<file path="src/rtl/alu_arbiter.sv">
// alu_arbiter: shares one combinational ALU between NUM_REQ requesters.
// Round-robin grant in IDLE, a single execute cycle, then a held response
// until the consumer takes it. Operands are latched at grant time and
// driven to the ALU from registers. The ALU result is captured at the end of
// the execute cycle and returned tagged with the index of its requester.
module alu_arbiter #(
    parameter int NUM_REQ = 4,
    parameter int WIDTH   = 4,
    parameter int SEL_W   = 3
) (
    input  logic                       clk,
    input  logic                       rst_n,
    input  logic [NUM_REQ-1:0]         req_valid,
    output logic [NUM_REQ-1:0]         req_ready,
    input  logic [NUM_REQ*WIDTH-1:0]   req_a,
    input  logic [NUM_REQ*WIDTH-1:0]   req_b,
    input  logic [NUM_REQ*SEL_W-1:0]   req_sel,
    output logic [WIDTH-1:0]           alu_a,
    output logic [WIDTH-1:0]           alu_b,
    output logic [SEL_W-1:0]           alu_sel,
    input  logic [WIDTH-1:0]           alu_result,
    output logic                       rsp_valid,
    input  logic                       rsp_ready,
    output logic [WIDTH-1:0]           rsp_result,
    output logic [$clog2(NUM_REQ)-1:0] rsp_id,
    output logic                       busy,
    output logic [7:0]                 ops_done
);

    localparam int ID_W = $clog2(NUM_REQ);

    typedef enum logic [1:0] {
        IDLE = 2'd0,
        EXEC = 2'd1,
        RESP = 2'd2
    } state_t;

    state_t            state_reg;
    state_t            state_next;

    logic [WIDTH-1:0]  op_a_reg;
    logic [WIDTH-1:0]  op_b_reg;
    logic [SEL_W-1:0]  op_sel_reg;
    logic [WIDTH-1:0]  rsp_result_reg;
    logic [ID_W-1:0]   rsp_id_reg;
    logic [ID_W-1:0]   rr_ptr_reg;
    logic [7:0]        ops_done_reg;

    logic              grant_fire;
    logic              rsp_fire;

    // ------------------------------------------------------------------
    // Unpack the flat request buses into per-requester slices.
    // ------------------------------------------------------------------
    logic [WIDTH-1:0]  a_slice   [NUM_REQ];
    logic [WIDTH-1:0]  b_slice   [NUM_REQ];
    logic [SEL_W-1:0]  sel_slice [NUM_REQ];

    genvar gi;
    generate
        for (gi = 0; gi < NUM_REQ; gi++) begin : g_unpack
            assign a_slice[gi]   = req_a[gi*WIDTH +: WIDTH];
            assign b_slice[gi]   = req_b[gi*WIDTH +: WIDTH];
            assign sel_slice[gi] = req_sel[gi*SEL_W +: SEL_W];
        end
    endgenerate

    // ------------------------------------------------------------------
    // Round-robin search. Candidate gi is the requester at distance gi
    // from rr_ptr, wrapped by subtraction so that a non-power-of-two
    // NUM_REQ never produces an out-of-range index.
    // ------------------------------------------------------------------
    logic [ID_W:0]        ptr_sum  [NUM_REQ];
    logic [ID_W-1:0]      cand_idx [NUM_REQ];
    logic [NUM_REQ-1:0]   cand_hit;
    logic [ID_W-1:0]      grant_idx;
    logic                 grant_any;

    generate
        for (gi = 0; gi < NUM_REQ; gi++) begin : g_cand
            assign ptr_sum[gi]  = {1'b0, rr_ptr_reg} + (ID_W+1)'(gi);
            assign cand_idx[gi] = (ptr_sum[gi] >= (ID_W+1)'(NUM_REQ))
                                ? ID_W'(ptr_sum[gi] - (ID_W+1)'(NUM_REQ))
                                : ID_W'(ptr_sum[gi]);
            assign cand_hit[gi] = req_valid[cand_idx[gi]];
        end
    endgenerate

    // Pick the nearest valid candidate; scanning from the far end lets the
    // closest hit overwrite any farther one.
    always_comb begin
        grant_idx = '0;
        grant_any = 1'b0;
        for (int k = NUM_REQ - 1; k >= 0; k--) begin
            if (cand_hit[k]) begin
                grant_idx = cand_idx[k];
                grant_any = 1'b1;
            end
        end
    end

    // ------------------------------------------------------------------
    // Controller.
    // ------------------------------------------------------------------

    // State register.
    always_ff @(posedge clk) begin
        if (!rst_n) begin
            state_reg <= IDLE;
        end else begin
            state_reg <= state_next;
        end
    end

    // Next state and the Mealy accept strobe. The strobe is suppressed while
    // rst_n is low: a handshake on a reset edge would be silently dropped.
    always_comb begin
        state_next = state_reg;
        req_ready  = '0;
        grant_fire = 1'b0;
        rsp_fire   = 1'b0;
        case (state_reg)
            IDLE: begin
                if (rst_n && grant_any) begin
                    req_ready[grant_idx] = 1'b1;
                    grant_fire           = 1'b1;
                    state_next           = EXEC;
                end
            end
            EXEC: begin
                state_next = RESP;
            end
            RESP: begin
                if (rsp_ready) begin
                    rsp_fire   = 1'b1;
                    state_next = IDLE;
                end
            end
            default: begin
                state_next = IDLE;
            end
        endcase
    end

    // ------------------------------------------------------------------
    // Datapath.
    // ------------------------------------------------------------------

    // Operand registers double as the ALU port drivers, so the ALU sees the
    // granted operands throughout EXEC and keeps them in IDLE and RESP.
    always_ff @(posedge clk) begin
        if (!rst_n) begin
            op_a_reg   <= '0;
            op_b_reg   <= '0;
            op_sel_reg <= '0;
        end else if (grant_fire) begin
            op_a_reg   <= a_slice[grant_idx];
            op_b_reg   <= b_slice[grant_idx];
            op_sel_reg <= sel_slice[grant_idx];
        end
    end

    // Response tag is taken at grant; result is sampled at the end of EXEC.
    always_ff @(posedge clk) begin
        if (!rst_n) begin
            rsp_id_reg     <= '0;
            rsp_result_reg <= '0;
        end else begin
            if (grant_fire) begin
                rsp_id_reg <= grant_idx;
            end
            if (state_reg == EXEC) begin
                rsp_result_reg <= alu_result;
            end
        end
    end

    // Fairness pointer and completion counter move only on a taken response.
    always_ff @(posedge clk) begin
        if (!rst_n) begin
            rr_ptr_reg   <= '0;
            ops_done_reg <= '0;
        end else if (rsp_fire) begin
            if ({1'b0, rsp_id_reg} + (ID_W+1)'(1) >= (ID_W+1)'(NUM_REQ)) begin
                rr_ptr_reg <= '0;
            end else begin
                rr_ptr_reg <= rsp_id_reg + ID_W'(1);
            end
            ops_done_reg <= ops_done_reg + 8'd1;
        end
    end

    assign alu_a      = op_a_reg;
    assign alu_b      = op_b_reg;
    assign alu_sel    = op_sel_reg;
    assign rsp_result = rsp_result_reg;
    assign rsp_id     = rsp_id_reg;
    assign rsp_valid  = (state_reg == RESP);
    assign busy       = (state_reg != IDLE);
    assign ops_done   = ops_done_reg;

endmodule

</file>
<file path="config.mk">
export PLATFORM = sky130hd
export DESIGN_NAME = alu_arbiter
export DESIGN_NICKNAME = d
export VERILOG_FILES = /design/src/rtl/alu_arbiter.sv
export SDC_FILE = /design/constraint.sdc
export NUM_CORES = 1
export LEC_CHECK = 0
export CORE_UTILIZATION = 42
export CTS_CLUSTER_DIAMETER = 100
export CTS_CLUSTER_SIZE = 16
export DETAILED_ROUTE_END_ITERATION = 7
export PLACE_DENSITY = 0.88
export SLEW_MARGIN = 20
export SYNTH_ARGS = -nofsm -noshare
export SYNTH_HDL_FRONTEND = slang
export SYNTH_SLANG_ARGS = --single-unit
</file>
<file path="constraint.sdc">
create_clock -name clk -period 3 [get_ports clk]
set_input_delay 0.75 -clock clk [delete_from_list [all_inputs] [get_ports clk]]
set_output_delay 0.75 -clock clk [all_outputs]
set_load 0.02 [all_outputs]
</file>
==> results of run 1 <==
## routing by layer
layer	part of all wire (%)	vias up
li1	-	827
met3	3.3	19
met5	0	-
met2	51	61
met1	42	814
met4	3.4	0
## cells by family after synthesis
| kind of cell | after synthesis |
|---|---|
| flops | 29 |
| buf+inv | 14 |
| fa+ha+maj | 2 |
| xor+xnor | 7 |
| simple gates | 65 |
| compound gates | 43 |
| mux | 17 |
## layout make-up
type	instances	area, µm²
timing repair buffer	103	967
sequential	29	581
fill	268	813
tap	46	57.6
inverter	3	11.3
clock buffer	7	86.3
multi-input combinational	134	926
## worst max-delay path by stage
stage                            start           end  slack, ns  depth (start not counted)
after floorplan                  rst_n  req_ready[0]       0.37                          5
after global placement    req_valid[2]  req_ready[1]      -0.48                          6
after detailed placement  req_valid[2]  req_ready[0]      -0.53                          6
after CTS                        rst_n  req_ready[3]       0.02                          7
after global routing             rst_n  req_ready[2]      -0.02                          7
final                            rst_n  req_ready[2]       0.05                          7
## through the flow
stage               cell area [µm²]  util [%]  worst slack (ns)
finish                         2630      76.4            0.0503
global route                   2630      76.4           -0.0156
CTS                            2630      76.3            0.0156
detailed placement             2530      73.5            -0.526
global placement               2530      73.5            -0.476
floorplan                      1560         -             0.371
## cell usage in the layout, fill, tap and decap left out, drive strengths merged, types with 2 or more instances in the layout
master         netlist  routed
clkdlybuf4s50        0      78
dfxtp               29      29
buf                  6      22
nor2                18      18
nand3               15      15
a21oi               14      14
a221o               11      11
nand2               11      11
o21ai               10      10
mux2                10      10
mux2i                7       7
clkbuf               5       7
xor2                 6       6
and2                 4       4
nor2b                4       4
nand2b               3       3
dlygate4sd2          0       3
nor3                 3       3
a21boi               3       3
inv                  2       2
nand4                2       2
ha                   2       2
or2                  2       2
## power by group through the flow
stage          logic [mW]  registers [mW]  clock network, mW
6_report            0.353           0.436              0.323
5_1_grt             0.375           0.439              0.350
3_3_place_gp        0.340           0.442                  0
2_1_floorplan       0.137           0.474                  0
4_1_cts             0.351           0.435              0.324
3_5_place_dp        0.346           0.443                  0
## what timing repair did
| action | 4_1_cts | 5_1_grt |
|---|---|---|
| pin swaps | 3 | 0 |
| resized for setup | 21 | 4 |
| endpoints found under the setup margin | 4 | 3 |
| hold endpoints to repair | 0 | 0 |
| setup buffers | 2 | 0 |
==> flow_metrics.py, run 1 <==
metrics = {
    "clocking": {
        "cts_tree": "built",
        "ctsLongestPathBuffers": 2,
        "clock_latency_ns": 0.28,
        "clock-sinks": 29,
        "cts.clk_slew.worst_paths_ns": 0.06,
        "cts_hold_buf": 0,
        "cts-root-buf": "clkbuf_8",
        "cts_made_buffers": 5,
        "cts.htree.levels": 2,
    },
    "worst_hold_path": {
        "worstHoldEndpoint": "alu_a[2]",
        "hold_depth": 1,
        "hold_class": "reg -> reg",
        "hold_path_startpoint": "alu_a[2]",
    },
    "critical_path": {
        "r2r_cells": 6,
        "cp_top_family": "buffers and inverters",
        "worstPathMaxFanout": 3,
        "r2r_slack_ns": 1.07,
        "start_kind": "input pin",
        "r2r-end": "alu_a[2]",
        "cp.arrival_ns": 2.20,
        "path_cells": "clkdlybuf4s50_1, clkinv_1, nor3_2, buf_4, nand3_1, nor2_1, buf_4",
        "crit_path_end_kind": "output port",
        "regToRegStartpoint": "rr_ptr_reg[1]",
        "slowest_delay_ns": 0.51,
        "cp_data_required_time_ns": 2.25,
        "cpMaxStageDelayCell": "clkdlybuf4s50_1",
        "timing_worst_setup_path_type": "in -> out",
        "path_common_cell": "buf_4",
        "critical_path_buf_inv_count": 4,
    },
    "global_routing": {
        "use_met1_pct": 28.0,
        "busiest_layer": "met2",
        "grt_pass1_vias": 1758,
        "grt.total_usage_pct": 25.3,
        "met3_usage_pct": 5.84,
        "grt_max_degree": 18,
        "grt_pass1_wl_mm": 7.70,
        "grt-ovfl-total": 0,
        "antenna_found_initial": 0,
        "met2_usage_pct": 43.1,
    },
    "floorplanning": {
        "coreArea_mm2": 0.00344,
        "start_util_pct": 45.4,
        "dieArea_mm2": 0.00397,
        "die_h_um": 63,
        "ios": 86,
        "row_count": 21,
        "die_w_um": 63,
    },
    "routing": {
        "drt_pass1_iterations": 4,
        "via_per_inst": 5.34,
        "drc_errors": 0,
        "first_iter_violations": 71,
        "ant_nets": 0,
        "avgRoutedWirePerCell_um": 14.8,
        "vias": 1721,
        "drt_wl_total_mm": 4.77,
    },
    "logic_synthesis": {
        "synth_simple_gate_area_share_pct": 20.7,
        "synth.most_common_cell": "dfxtp_1",
        "synth-xor-area-share_pct": 3.92,
        "syn_avg_cell_area_um2": 8.83,
        "synth_top_area_share_pct": 37.1,
        "ys_dominant_reg_cell": "dfxtp_1",
        "ys_seq_elements": 29,
        "synth_common_cells": "29 x dfxtp_1, 18 x nor2_1, 15 x nand3_1",
        "synth_edf_count": 0,
        "synth_top_cell_by_area": "dfxtp_1",
        "synth_cell_type_count": 38,
        "synth_top_family_by_area": "simple AND/OR/NAND/NOR gates",
        "postSynthCellCount": 177,
        "synth_compound_area_share_pct": 18.7,
        "yosysSeqAreaShare_pct": 37.1,
        "synth_fa_ha_area_share_pct": 1.60,
        "ys_warn_count": 0,
        "synthArstFlopShare_pct": 0,
        "synth_mux_area_share_pct": 13.4,
        "yosys-top-cells-area": "dfxtp_1 37%, a221o_1 7.0%, mux2_4 6.7%",
        "syn_area_mm2": 0.00156,
        "syn-num-nets": 234,
    },
    "pwr": {
        "vdd_drop_max_v": 0.000288,
        "pwr-share-clk_pct": 29.0,
        "power.density_cell_area_mw_per_mm2": 423,
        "power_frac_comb_pct": 31.7,
        "power_mw": 1.11,
        "pwr-share-seq_pct": 39.2,
        "internal_power_mw": 0.799,
        "p_leak_nw": 1.07,
        "p_sw_share_pct": 28.0,
        "switchingPower_mw": 0.311,
    },
    "finish": {
        "largest_register_ffs": 8,
        "synthToLayoutAreaGrowth_pct": 68.2,
        "final_cells": 322,
        "final_nets": 333,
        "drive_gt1_share_pct": 16.7,
        "n_antenna_cell": 0,
    },
    "sta": {
        "period_share_pct": 98.3,
        "hold_slack_ns": 0.488,
        "period_minus_slack_ns": 2.95,
        "rsz0062_at_grt": "true",
        "setup_viol": 0,
        "skew_ns": 0.00299,
        "max-slew-margin-rel_pct": 71.1,
        "fin_tns_setup_ns": 0,
        "hold_viol_final": 0,
        "worst_pin_slew_ns": 0.433,
        "timing.fmax_ghz": 0.339,
        "maxSlewViolCount": 0,
    },
    "flow_run": {
        "drv_cap": 0,
    },
    "status": {
        "run_status": "finished clean",
    },
    "place": {
        "portBuffers": 85,
        "detailed_place_hpwl_mm": 3.49,
        "dp_cells": 313,
        "place.gp.congestion": 0.818,
    },
}
Power figures use the tool's default switching activity.
==> run 2: changes to the inputs <==
--- a/config.mk
+++ b/config.mk
@@ -6,9 +6,9 @@
 export NUM_CORES = 1
 export LEC_CHECK = 0
-export CORE_UTILIZATION = 42
+export CORE_UTILIZATION = 35
 export CTS_CLUSTER_DIAMETER = 100
 export CTS_CLUSTER_SIZE = 16
 export DETAILED_ROUTE_END_ITERATION = 7
-export PLACE_DENSITY = 0.88
+export PLACE_DENSITY = 0.76
 export SLEW_MARGIN = 20
 export SYNTH_ARGS = -nofsm -noshare
==> constraint.sdc (replaced) <==
create_clock -name clk -period 3 [get_ports clk]
set_input_delay 0.45 -clock clk [delete_from_list [all_inputs] [get_ports clk]]
set_output_delay 0.45 -clock clk [all_outputs]
set_load 0.02 [all_outputs]
==> flow_metrics.py, run 2 (synthesis results as in run 1) <==
metrics = {
    "sta": {
        "hold_slack_ns": 0.489,
        "maxSlewViolCount": 0,
        "rsz0062_at_grt": "false",
        "period_share_pct": 95.7,
        "max-slew-margin-rel_pct": 72.8,
        "hold_viol_final": 0,
        "setup_slack_ns": 0.129,
        "timing.fmax_ghz": 0.348,
        "worst_pin_slew_ns": 0.409,
        "fin_tns_setup_ns": 0,
        "skew_ns": 0.00737,
        "period_minus_slack_ns": 2.87,
        "setup_viol": 0,
    },
    "pwr": {
        "power.density_cell_area_mw_per_mm2": 435,
        "switchingPower_mw": 0.322,
        "p_sw_share_pct": 28.2,
        "power_frac_comb_pct": 30.1,
        "vdd_drop_max_v": 0.000342,
        "internal_power_mw": 0.818,
        "pwr-share-clk_pct": 31.7,
        "pwr-share-seq_pct": 38.1,
        "power_mw": 1.14,
        "p_leak_nw": 1.04,
    },
    "place": {
        "place.gp.congestion": 0.782,
        "dp_slack_ns": 0.0233,
        "portBuffers": 85,
        "dp_cells": 313,
        "dpl-instance-area_mm2": 0.00251,
        "detailed_place_hpwl_mm": 3.60,
    },
    "status": {
        "run_status": "finished clean",
    },
    "finish": {
        "drive_gt1_share_pct": 12.9,
        "most-common-layout-cells": "85 x clkdlybuf4s50_1, 29 x dfxtp_1, 18 x nor2_1, 15 x nand3_1, 14 x a21oi_1",
        "final-seq-area_um2": 581,
        "mostFrequentLayoutCell": "clkdlybuf4s50_1",
        "final_cells": 321,
        "multiInputGateArea_um2": 921,
        "n_antenna_cell": 0,
        "final_nets": 327,
        "utilization_pct": 63.2,
        "fin_area_mm2": 0.00262,
        "fillerInstances": 386,
        "synthToLayoutAreaGrowth_pct": 67.5,
        "largest_register_ffs": 8,
    },
    "global_routing": {
        "grt.total_usage_pct": 21.1,
        "grt_max_degree": 18,
        "grt_pass1_wl_mm": 7.34,
        "grt_pass1_vias": 1593,
        "antenna_found_initial": 0,
        "grt-ovfl-total": 0,
    },
    "floorplanning": {
        "dieArea_mm2": 0.00474,
        "die_h_um": 68.8,
        "coreArea_mm2": 0.00414,
        "start_util_pct": 37.7,
        "die_w_um": 68.8,
        "row_count": 23,
        "ios": 86,
    },
    "clocking": {
        "clock-sinks": 29,
        "cts_made_buffers": 5,
        "postCtsSetupBuffers": 0,
        "cts-root-buf": "clkbuf_8",
        "cts_tree": "built",
        "cts_hold_buf": 0,
        "clock_latency_ns": 0.29,
        "ctsLongestPathBuffers": 2,
        "cts.htree.levels": 2,
        "cts_resized": 0,
        "cts.clk_slew.worst_paths_ns": 0.06,
    },
    "critical_path": {
        "cp.arrival_ns": 2.42,
        "start_kind": "input pin",
        "cp_data_required_time_ns": 2.55,
        "crit_path_end_kind": "output port",
        "worstPathMaxFanout": 5,
        "timing_worst_setup_path_type": "in -> out",
    },
    "routing": {
        "drc_errors": 0,
        "drt_wl_total_mm": 4.67,
        "first_iter_violations": 66,
        "ant_nets": 0,
        "avgRoutedWirePerCell_um": 14.6,
        "vias": 1647,
        "via_per_inst": 5.13,
        "drt_pass1_iterations": 4,
    },
    "flow_run": {
        "drv_cap": 0,
    },
    "worst_hold_path": {
        "hold_class": "reg -> reg",
    },
}
==> run 2: routing by layer <==
layer	vias to the layer above	GRT usage, %	wire length [µm]	share of wire, %
met5	-	0	0	0
met2	45	34.6	2380	51
met3	12	5.43	270	5.8
li1	824	-	-	-
met4	0	11.5	124	2.7
met1	766	25.1	1900	41
==> run 2: final timing paths <==
kind                       from           end  slack [ns]  cells past startpoint
setup / recovery   req_valid[0]  req_ready[0]        0.13                      6
hold / removal         alu_a[2]      alu_a[2]        0.49                      1
setup reg to reg  rr_ptr_reg[1]      alu_a[2]        1.05                      6
hold reg to reg        alu_a[2]      alu_a[2]        0.49                      1
==> run 2: final cells by class <==
cell class / instances / area share [%]
Timing Repair Buffer: 97 / 35.9
Multi-Input combinational cell: 134 / 35.2
Sequential cell: 29 / 22.2
Clock buffer: 7 / 3.68
Tap cell: 50 / 2.39
Inverter: 3 / 0.430
Clock inverter: 1 / 0.191
==> run 2: power by group through the flow <==
stage	clock [mW]	combinational (mW)	sequential, mW
2_1_floorplan	0	0.137	0.474
3_3_place_gp	0	0.334	0.442
3_5_place_dp	0	0.340	0.443
4_1_cts	0.367	0.342	0.435
5_1_grt	0.384	0.371	0.438
6_report	0.362	0.343	0.435
==> run 2: critical path, cell delays in order <==
cell and delay, ns:
clkdlybuf4s50_1 0.54, nand2_1 0.09, a221o_1 0.39, a21boi_2 0.18, and2_1 0.16, clkdlybuf4s50_1 0.62
==> run 3: changes to the inputs <==
RECOVER_POWER = 100   (was unset)
==> flow_metrics.py, run 3 (synthesis results as in run 1) <==
metrics = {
    "floorplanning": {
        "row_count": 23,
        "die_w_um": 68.8,
        "ios": 86,
        "start_util_pct": 37.7,
        "coreArea_mm2": 0.00414,
        "die_h_um": 68.8,
        "dieArea_mm2": 0.00474,
    },
    "finish": {
        "largest_register_ffs": 8,
        "synthToLayoutAreaGrowth_pct": 65.9,
        "drive_gt1_share_pct": 10.3,
        "final_nets": 327,
        "mostFrequentLayoutCell": "clkdlybuf4s50_1",
        "most-common-layout-cells": "55 x clkdlybuf4s50_1, 30 x dlygate4sd3_1, 29 x dfxtp_1, 18 x nor2_1, 15 x nand3_1",
        "n_antenna_cell": 0,
        "fillerInstances": 397,
    },
    "sta": {
        "setup_slack_ns": 0.117,
        "skew_ns": 0.00879,
        "maxSlewViolCount": 0,
        "rsz0062_at_grt": "false",
        "timing.fmax_ghz": 0.347,
        "setup_viol": 0,
        "worst_pin_slew_ns": 0.786,
        "period_minus_slack_ns": 2.88,
        "period_share_pct": 96.1,
        "hold_viol_final": 0,
        "fin_tns_setup_ns": 0,
        "max-slew-margin-rel_pct": 47.6,
    },
    "place": {
        "place.gp.congestion": 0.782,
        "detailed_place_hpwl_mm": 3.60,
        "dp_slack_ns": 0.0233,
        "portBuffers": 85,
    },
    "pwr": {
        "p_leak_nw": 1.10,
        "power.density_cell_area_mw_per_mm2": 433,
        "vdd_drop_max_v": 0.000341,
    },
    "clocking": {
        "clock-sinks": 29,
        "clock_latency_ns": 0.29,
        "cts_made_buffers": 5,
        "ctsLongestPathBuffers": 2,
        "cts.htree.levels": 2,
        "cts_tree": "built",
        "cts-root-buf": "clkbuf_8",
        "cts.clk_slew.worst_paths_ns": 0.06,
    },
    "critical_path": {
        "cp_data_required_time_ns": 2.55,
        "cp.arrival_ns": 2.43,
        "crit_path_end_kind": "output port",
        "cpMaxStageDelayCell": "clkdlybuf4s50_1",
        "start_kind": "input pin",
        "regToRegStartpoint": "rr_ptr_reg[1]",
        "slowest_delay_ns": 0.62,
        "worstPathMaxFanout": 5,
        "timing_worst_setup_path_type": "in -> out",
        "cp-startpoint": "rst_n",
        "r2r_cells": 6,
        "path_cells": "dlygate4sd3_1, clkinv_1, nor3_4, a21boi_2, and2_1, clkdlybuf4s50_1",
    },
    "flow_run": {
        "drv_cap": 0,
    },
    "routing": {
        "first_iter_violations": 78,
        "avgRoutedWirePerCell_um": 14.5,
        "via_per_inst": 5.09,
        "drt_wl_total_mm": 4.65,
        "ant_nets": 0,
        "drc_errors": 0,
        "drt_pass1_iterations": 4,
        "vias": 1635,
    },
    "global_routing": {
        "grt_max_degree": 18,
        "grt_pass1_vias": 1593,
        "antenna_found_initial": 0,
        "grt.total_usage_pct": 21.1,
        "grt_pass1_wl_mm": 7.34,
        "grt-ovfl-total": 0,
    },
    "worst_hold_path": {
        "hold_class": "reg -> reg",
        "hold_path_startpoint": "alu_a[2]",
        "hold_depth": 1,
    },
    "status": {
        "run_status": "finished clean",
    },
}
-- run 3: cell count changes in the layout (fill, tap and decap cells not counted), moves of 5 or more --
cell	change
buf_4	-6
clkbuf_1	+5
clkdlybuf4s50_1	-30
dlygate4sd3_1	+30
-- run 3: stage by stage --
| step | cells | hold slack (ns) | util, % | instance area, µm² | power (mW) |
|---|---|---|---|---|---|
| 2_1_floorplan | 177 | 0.503 | - | 1560 | 0.611 |
| 3_3_place_gp | 313 | 0.468 | 60.5 | 2510 | 0.776 |
| 3_5_place_dp | 313 | 0.474 | 60.5 | 2510 | 0.783 |
| 4_1_cts | 321 | 0.490 | 62.9 | 2610 | 1.14 |
| 5_1_grt | 321 | 0.496 | 62.6 | 2590 | 1.17 |
| 6_report | 321 | 0.483 | 62.6 | 2590 | 1.12 |
-- run 3: repair_timing --
| item | 4_1_cts | 5_1_grt |
|---|---|---|
| hold buffers | 0 | 0 |
| setup buffers | 0 | 0 |
| setup endpoints to repair | 0 | 2 |
| gates resized for setup | 0 | 2 |
-- run 3: path summary, 6_finish.rpt --
check	slack, ns	to
worst max register to register	0.79	alu_a[2]
worst max-delay path	0.12	req_ready[0]
worst min-delay path	0.48	alu_a[2]
worst min register to register	0.48	alu_a[2]
-- run 3: cell type report --
class	count	area (µm²)	area share (%)
clock inverters	1	5.00	0.193
well taps	50	62.6	2.41
inverters	3	11.3	0.434
clock buffers	7	96.3	3.72
repair buffers	97	922	35.6
flip-flops and latches	29	581	22.4
multi-input cells	134	915	35.3
-- run 3: power breakdown --
| part | internal, mW | leakage (nW) | switching (mW) | total (mW) |
|---|---|---|---|---|
| logic | 0.178 | 0.809 | 0.147 | 0.325 |
| registers | 0.416 | 0.237 | 0.0174 | 0.433 |
| clock network | 0.207 | 0.0542 | 0.156 | 0.363 |
| total | 0.801 | 1.10 | 0.321 | 1.12 |
-- run 3: layer usage --
metal | vias up | routed length (µm) | share of wire [%] | global-route usage [%]
li1 | 823 | - | - | -
met5 | - | 0 | 0 | 0
met2 | 44 | 2360 | 51 | 34.6
met1 | 756 | 1880 | 40 | 25.1
met3 | 12 | 290 | 6.2 | 5.43
met4 | 0 | 129 | 2.8 | 11.5
-- run 3: critical path: cells and delay by family --
| kind | cells | cell delay (ns) |
|---|---|---|
| AOI/OAI and AO/OA | 1 | 0.23 |
| buffers and inverters | 3 | 1.33 |
| and+or+nand+nor | 2 | 0.42 |
